**src/rtl/next_pc_sequencer_if.sv**
```systemverilog
`default_nettype none
// ---------------------------------------------------------------------------
// next_pc_sequencer_if : fetch-loop control and next-PC / stack-status bundle
// Revision 1.0
// ---------------------------------------------------------------------------
interface next_pc_sequencer_if #(
   parameter int W = 8
);
   logic [W-1:0] PC;
   logic         stall;
   logic         branch_taken;
   logic [W-1:0] branch_offset;
   logic         jump;
   logic         call;
   logic         ret;
   logic [W-1:0] jump_target;
   logic         clear_flags;
   logic [W-1:0] nextPC;
   logic         ras_empty;
   logic         ras_full;
   logic         ras_overflow;
   logic         ras_underflow;

   modport slave (
      input  PC, stall, branch_taken, branch_offset, jump, call, ret,
             jump_target, clear_flags,
      output nextPC, ras_empty, ras_full, ras_overflow, ras_underflow
   );

   modport master (
      output PC, stall, branch_taken, branch_offset, jump, call, ret,
             jump_target, clear_flags,
      input  nextPC, ras_empty, ras_full, ras_overflow, ras_underflow
   );
endinterface
`default_nettype wire

```
**src/rtl/next_pc_sequencer.sv**
```systemverilog
`default_nettype none
// ---------------------------------------------------------------------------
// next_pc_sequencer : next-PC select with return-address stack; NPC_RAS_EN
// selects the RAS_DEPTH stack, otherwise a single link register is used.
// Revision 1.0
// ---------------------------------------------------------------------------
module next_pc_sequencer #(
   parameter int W         = 8,
   parameter int RAS_DEPTH = 4
) (
   input  logic                  clk,
   input  logic                  reset_n,
   next_pc_sequencer_if.slave    bus
);

   logic [W-1:0] pc_inc;
   logic [W-1:0] npc;
   logic [W-1:0] top_val;
   logic         empty_w;
   logic         full_w;
   logic         do_ret;
   logic         do_call;
   logic         ovf_q, ovf_d;
   logic         udf_q, udf_d;

   // ret outranks call, so a simultaneous call is dropped entirely
   assign do_ret  = !bus.stall && bus.ret;
   assign do_call = !bus.stall && bus.call && !bus.ret;

`ifdef NPC_RAS_EN
   localparam int PW = (RAS_DEPTH > 1) ? $clog2(RAS_DEPTH) : 1;
   localparam int CW = $clog2(RAS_DEPTH + 1);
   localparam logic [CW-1:0] DEPTH_C = CW'(RAS_DEPTH);

   logic [W-1:0]  stack_q [RAS_DEPTH];
   logic [W-1:0]  stack_d [RAS_DEPTH];
   logic [PW-1:0] top_q, top_d;
   logic [CW-1:0] count_q, count_d;

   assign empty_w = (count_q == '0);
   assign full_w  = (count_q == DEPTH_C);
   assign top_val = stack_q[top_q];

   // Push writes one slot past top; when full that slot is the oldest entry
   always_comb begin
      stack_d = stack_q;
      top_d   = top_q;
      count_d = count_q;
      if (do_ret && !empty_w) begin
         top_d   = top_q - PW'(1);
         count_d = count_q - CW'(1);
      end else if (do_call) begin
         top_d          = top_q + PW'(1);
         stack_d[top_d] = pc_inc;
         if (!full_w) begin
            count_d = count_q + CW'(1);
         end
      end
   end

   always_ff @(posedge clk or negedge reset_n) begin
      if (!reset_n) begin
         for (int i = 0; i < RAS_DEPTH; i++) begin
            stack_q[i] <= '0;
         end
         top_q   <= '0;
         count_q <= '0;
      end else begin
         stack_q <= stack_d;
         top_q   <= top_d;
         count_q <= count_d;
      end
   end
`else
   logic [W-1:0] link_q, link_d;
   logic         valid_q, valid_d;
   logic         unused_ras_depth;

   assign unused_ras_depth = (RAS_DEPTH != 0);
   assign empty_w = !valid_q;
   assign full_w  = valid_q;
   assign top_val = link_q;

   always_comb begin
      link_d  = link_q;
      valid_d = valid_q;
      if (do_ret) begin
         valid_d = 1'b0;
      end else if (do_call) begin
         link_d  = pc_inc;
         valid_d = 1'b1;
      end
   end

   always_ff @(posedge clk or negedge reset_n) begin
      if (!reset_n) begin
         link_q  <= '0;
         valid_q <= 1'b0;
      end else begin
         link_q  <= link_d;
         valid_q <= valid_d;
      end
   end
`endif

   always_comb begin
      pc_inc = bus.PC + W'(1);
      npc    = pc_inc;
      if (bus.stall) begin
         npc = bus.PC;
      end else if (bus.ret) begin
         npc = empty_w ? pc_inc : top_val;
      end else if (bus.call || bus.jump) begin
         npc = bus.jump_target;
      end else if (bus.branch_taken) begin
         npc = pc_inc + bus.branch_offset;
      end
   end

   // A new error event beats a same-cycle clear
   always_comb begin
      ovf_d = (ovf_q && !bus.clear_flags) || (do_call && full_w);
      udf_d = (udf_q && !bus.clear_flags) || (do_ret && empty_w);
   end

   always_ff @(posedge clk or negedge reset_n) begin
      if (!reset_n) begin
         ovf_q <= 1'b0;
         udf_q <= 1'b0;
      end else begin
         ovf_q <= ovf_d;
         udf_q <= udf_d;
      end
   end

   assign bus.nextPC        = npc;
   assign bus.ras_empty     = empty_w;
   assign bus.ras_full      = full_w;
   assign bus.ras_overflow  = ovf_q;
   assign bus.ras_underflow = udf_q;

endmodule
`default_nettype wire
```
**src/flat_wrapper.sv**
```systemverilog
// flat-port wrapper written by rule: the top's interface ports become plain ports
module next_pc_sequencer_flat 
#(
   parameter int W         = 8,
   parameter int RAS_DEPTH = 4
)
  (clk, reset_n, bus_PC, bus_stall, bus_branch_taken, bus_branch_offset, bus_jump, bus_call, bus_ret, bus_jump_target, bus_clear_flags, bus_nextPC, bus_ras_empty, bus_ras_full, bus_ras_overflow, bus_ras_underflow);
  next_pc_sequencer_if #(.W(W)) bus_i ();
  input  logic clk;
  input  logic reset_n;
  input wire logic [$bits(bus_i.PC)-1:0] bus_PC;
  input wire logic [$bits(bus_i.stall)-1:0] bus_stall;
  input wire logic [$bits(bus_i.branch_taken)-1:0] bus_branch_taken;
  input wire logic [$bits(bus_i.branch_offset)-1:0] bus_branch_offset;
  input wire logic [$bits(bus_i.jump)-1:0] bus_jump;
  input wire logic [$bits(bus_i.call)-1:0] bus_call;
  input wire logic [$bits(bus_i.ret)-1:0] bus_ret;
  input wire logic [$bits(bus_i.jump_target)-1:0] bus_jump_target;
  input wire logic [$bits(bus_i.clear_flags)-1:0] bus_clear_flags;
  output wire logic [$bits(bus_i.nextPC)-1:0] bus_nextPC;
  output wire logic [$bits(bus_i.ras_empty)-1:0] bus_ras_empty;
  output wire logic [$bits(bus_i.ras_full)-1:0] bus_ras_full;
  output wire logic [$bits(bus_i.ras_overflow)-1:0] bus_ras_overflow;
  output wire logic [$bits(bus_i.ras_underflow)-1:0] bus_ras_underflow;
  assign bus_i.PC = bus_PC;
  assign bus_i.stall = bus_stall;
  assign bus_i.branch_taken = bus_branch_taken;
  assign bus_i.branch_offset = bus_branch_offset;
  assign bus_i.jump = bus_jump;
  assign bus_i.call = bus_call;
  assign bus_i.ret = bus_ret;
  assign bus_i.jump_target = bus_jump_target;
  assign bus_i.clear_flags = bus_clear_flags;
  assign bus_nextPC = bus_i.nextPC;
  assign bus_ras_empty = bus_i.ras_empty;
  assign bus_ras_full = bus_i.ras_full;
  assign bus_ras_overflow = bus_i.ras_overflow;
  assign bus_ras_underflow = bus_i.ras_underflow;
  next_pc_sequencer #(.W(W), .RAS_DEPTH(RAS_DEPTH)) u_core (.clk(clk), .reset_n(reset_n), .bus(bus_i));
endmodule
```
**config.mk**
```make
export PLATFORM = sky130hd
export DESIGN_NAME = next_pc_sequencer_flat
export DESIGN_NICKNAME = d
export VERILOG_FILES = /design/src/rtl/next_pc_sequencer_if.sv /design/src/rtl/next_pc_sequencer.sv /design/src/flat_wrapper.sv
export SDC_FILE = /design/constraint.sdc
export NUM_CORES = 1
export LEC_CHECK = 0
export ABC_AREA = 1
export BUFFER_PORTS_ARGS = -buffer_cell sky130_fd_sc_hd__buf_2
export CAP_MARGIN = 40
export CORE_MARGIN = 3
export CORE_UTILIZATION = 45
export CTS_BUF_LIST = sky130_fd_sc_hd__clkbuf_4 sky130_fd_sc_hd__clkbuf_8 sky130_fd_sc_hd__clkbuf_16
export DETAILED_ROUTE_END_ITERATION = 7
export GPL_TIMING_DRIVEN = 0
export HOLD_SLACK_MARGIN = 0.05
export PLACE_DENSITY = 0.73
export SYNTH_ARGS = -nofsm -noshare
export SYNTH_HDL_FRONTEND = slang
export SYNTH_SLANG_ARGS = --single-unit
```
**constraint.sdc**
```tcl
create_clock -name clk -period 2.6 [get_ports clk]
set_input_delay 0.13 -clock clk [delete_from_list [all_inputs] [get_ports clk]]
set_output_delay 0.13 -clock clk [all_outputs]
set_load 0.005 [all_outputs]
```
==> out/summary.txt <==
TritonCTS clock tree: built
Status: completed
Slew HR: 58.2%
Critical R2R Launch: u_core.bus.ras_full$_DFFE_PN0P_
Area contributors post-synth: dfrtp_1 21%, nand2_1 18%, o21ai_0 11%
Post-synthesis instance area: 1300 um^2
Crit path max fanout: 5
Synthesized area per cell: 6.05 um^2
Sequential standard cell area: 275 um^2
CTS root buf: clkbuf_4
Cell variety after synth: 23
DR iter-0 viols: 68
Fin Hold WS: 0.131 ns
HP Start: bus_PC[0]
I/O Pins: 44
Ant diodes: 0
Actual slew at the worst max-slew pin: 0.625 ns
DR vias/cell: 5.14
Maximum vdd drop: 378 uV
Worst path slowest cell: or2_2
Nets: 308
GRT overflow: 0
Final worst-path cycle share: 91.0%
Die W: 59.8 um
Overall power: 0.615 mW
Final setup fails: 0
Static Leak: 0.894 nW
Placed Instances: 287
H-tree depth: 1
Sink Count: 11
CP endpoint kind: primary output
Power density cells: 379 nW/um^2
#FFs+latches synth: 11
Clock Latency Late Sink: 0.28 ns
Post-Syn Nets: 257
Vias in the first global route: 1395
WS Path Type: in -> out
Final WL: 3560 um
Initial DRT Pass Iterations: 4
Final non-filler cell total: 295
All-Layer GR Usage: 21.2%
Clock slew at reported path FFs: 0.07 ns
RePlAce Congestion: 0.810
Syn. warnings: 0
CP Cell Sequence: buf_2, ha_1, nand2_1, inv_1, nor2_4, ha_1, or2_2, nand2_1, nor2_1, nor2_1, nand3_1, nand3_1, nand2_1, nand2_1, nand2_1, a21oi_2, buf_2
Reg-to-reg slack, setup: 1.34 ns
Die Ht: 59.8 um
Fillers: 279
CP Launch Type: input port
Final Max Tran Viols: 0
CTS max path bufs: 2
Row cnt: 18
Initial antenna violation count: 0
Crit. Startpoint: bus_PC[0]
Max-Cap Viols: 0
Most common cell in the netlist: nand2_1
HP Class: in -> reg
Share of cells above drive strength 1: 23.4%
Post-synthesis async set-or-reset flop share: 100%
Initial Util: 49.8%
Post-Layout Inst Area: 1620 um^2
Final Hold Violating Endpoints: 0
Final critical-path required period: 2.37 ns
WL per Instance: 12.1 um
Most frequent cells after synthesis: 62 x nand2_1, 29 x o21ai_0, 28 x inv_1
Post-synth top area cell: dfrtp_1
Top-area cell type share of the netlist area: 21.2%
Ys flop type: dfrtp_1
Final ANT Viol Nets: 0
Post-route DRC violation count: 0
Syn Inst Count: 215
DP HPWL: 2830 um
Crit-path most repeated cell: nand2_1
Number of enable flip-flop cells after synthesis: 0
FMAX: 0.423 GHz
CTS Buf Count: 3
Critical path arrival: 2.24 ns
Clock skew: 0.00186 ns
Core area: 2610 um^2
Buffers on Ports: 42
Layout area overhead: 24.8%
Via Count: 1515
Largest net degree at the start of global routing: 12
Global-route wire length before repair: 5840 um
Area after DPL: 1550 um^2
Die area: 3570 um^2
Crit-path max cell delay: 0.28 ns
CP required: 2.47 ns
Multi-input logic area: 902 um^2
Sequential area share after synthesis: 21.2%
critical path, delay by kind of cell:
| family | cells | cell delay [ns] |
|---|---|---|
| compound gates | 1 | 0.11 |
| fa+ha+maj | 2 | 0.48 |
| buf+inv | 3 | 0.34 |
| simple gates | 11 | 1.15 |
power by group:
part	switching (mW)	leakage, nW	internal, mW	total, mW
Sequential	0.0152	0.138	0.197	0.212
Combinational	0.158	0.738	0.113	0.271
Clock	0.0616	0.0184	0.0700	0.132
Total	0.235	0.894	0.380	0.615
kinds of logic after synthesis:
logic type	Yosys count	share of synthesized area (%)
flip-flops	11	21.2
buffers and inverters	35	10.2
adder cells (fa/ha/maj)	10	10.2
AO/OA/AOI/OAI	56	23.3
XOR/XNOR	4	3.27
AND/OR/NAND/NOR	99	31.9
timing repair:
action                                 CTS  global route
endpoints found under the hold margin   13             0
hold buffers                             2             0
resized for setup                        0             4
setup buffers                            0             2
setup endpoints to repair                0             2
placed cells by master (no fill, tap or decap):
| master | count |
|---|---|
| or2_2 | 1 |
| clkbuf_4 | 4 |
| inv_1 | 28 |
| a21oi_1 | 16 |
| o22ai_1 | 1 |
| clkbuf_1 | 4 |
| a31oi_1 | 4 |
| inv_2 | 2 |
| dfrtp_1 | 11 |
| o211ai_1 | 1 |
| xor2_1 | 3 |
| fa_1 | 1 |
| buf_2 | 43 |
| nand2_2 | 1 |
| nand3_1 | 12 |
| o21ai_0 | 28 |
| ha_1 | 8 |
| a21oi_2 | 3 |
| o21ai_1 | 2 |
| o21bai_1 | 1 |
| nand2_1 | 62 |
| ha_2 | 1 |
| buf_4 | 2 |
| nor2_4 | 4 |
| xor2_2 | 1 |
| dlygate4sd3_1 | 2 |
| nor2_1 | 19 |
layout make-up:
class	count	area share, %
Inverter	30	6.94
Clock buffer	4	1.85
Tap cell	30	2.31
Timing Repair Buffer	46	15.1
Multi-Input combinational cell	169	55.6
Buffer	5	1.23
Sequential cell	11	17.0
registers in the layout, indices dropped and copies added (netlist names):
register	count
u_core.bus.ras_underflow	1
u_core.bus.ras_full	1
u_core.link_q	8
u_core.bus.ras_overflow	1
layer usage:
| metal | GRT usage (%) | wire [um] | up-vias |
|---|---|---|---|
| met5 | 0 | 0 | - |
| met4 | 4.43 | 33 | 0 |
| met3 | 4.54 | 209 | 6 |
| met2 | 35.0 | 1620 | 38 |
| met1 | 28.3 | 1690 | 676 |
| li1 | - | - | 795 |
through the flow:
step | utilization, % | setup slack [ns] | setup TNS (ns)
floorplan | - | 0.631 | 0
global placement | 59.2 | 0.142 | 0
detailed placement | 59.2 | 0.134 | 0
CTS | 61.2 | 0.128 | 0
global route | 62.1 | -0.0408 | -0.0408
finish | 62.1 | 0.234 | 0
path summary, 6_finish.rpt:
path	end	depth (start not counted)
max	bus_nextPC[7]	17
min	u_core.link_q[0]$_DFFE_PN0P_	2
max reg2reg	u_core.bus.ras_full$_DFFE_PN0P_	3
min reg2reg	u_core.link_q[7]$_DFFE_PN0P_	2
max in group asynchronous	u_core.link_q[1]$_DFFE_PN0P_	2
min in group asynchronous	u_core.link_q[5]$_DFFE_PN0P_	2
Note: power is estimated with default switching activity, not from simulation.
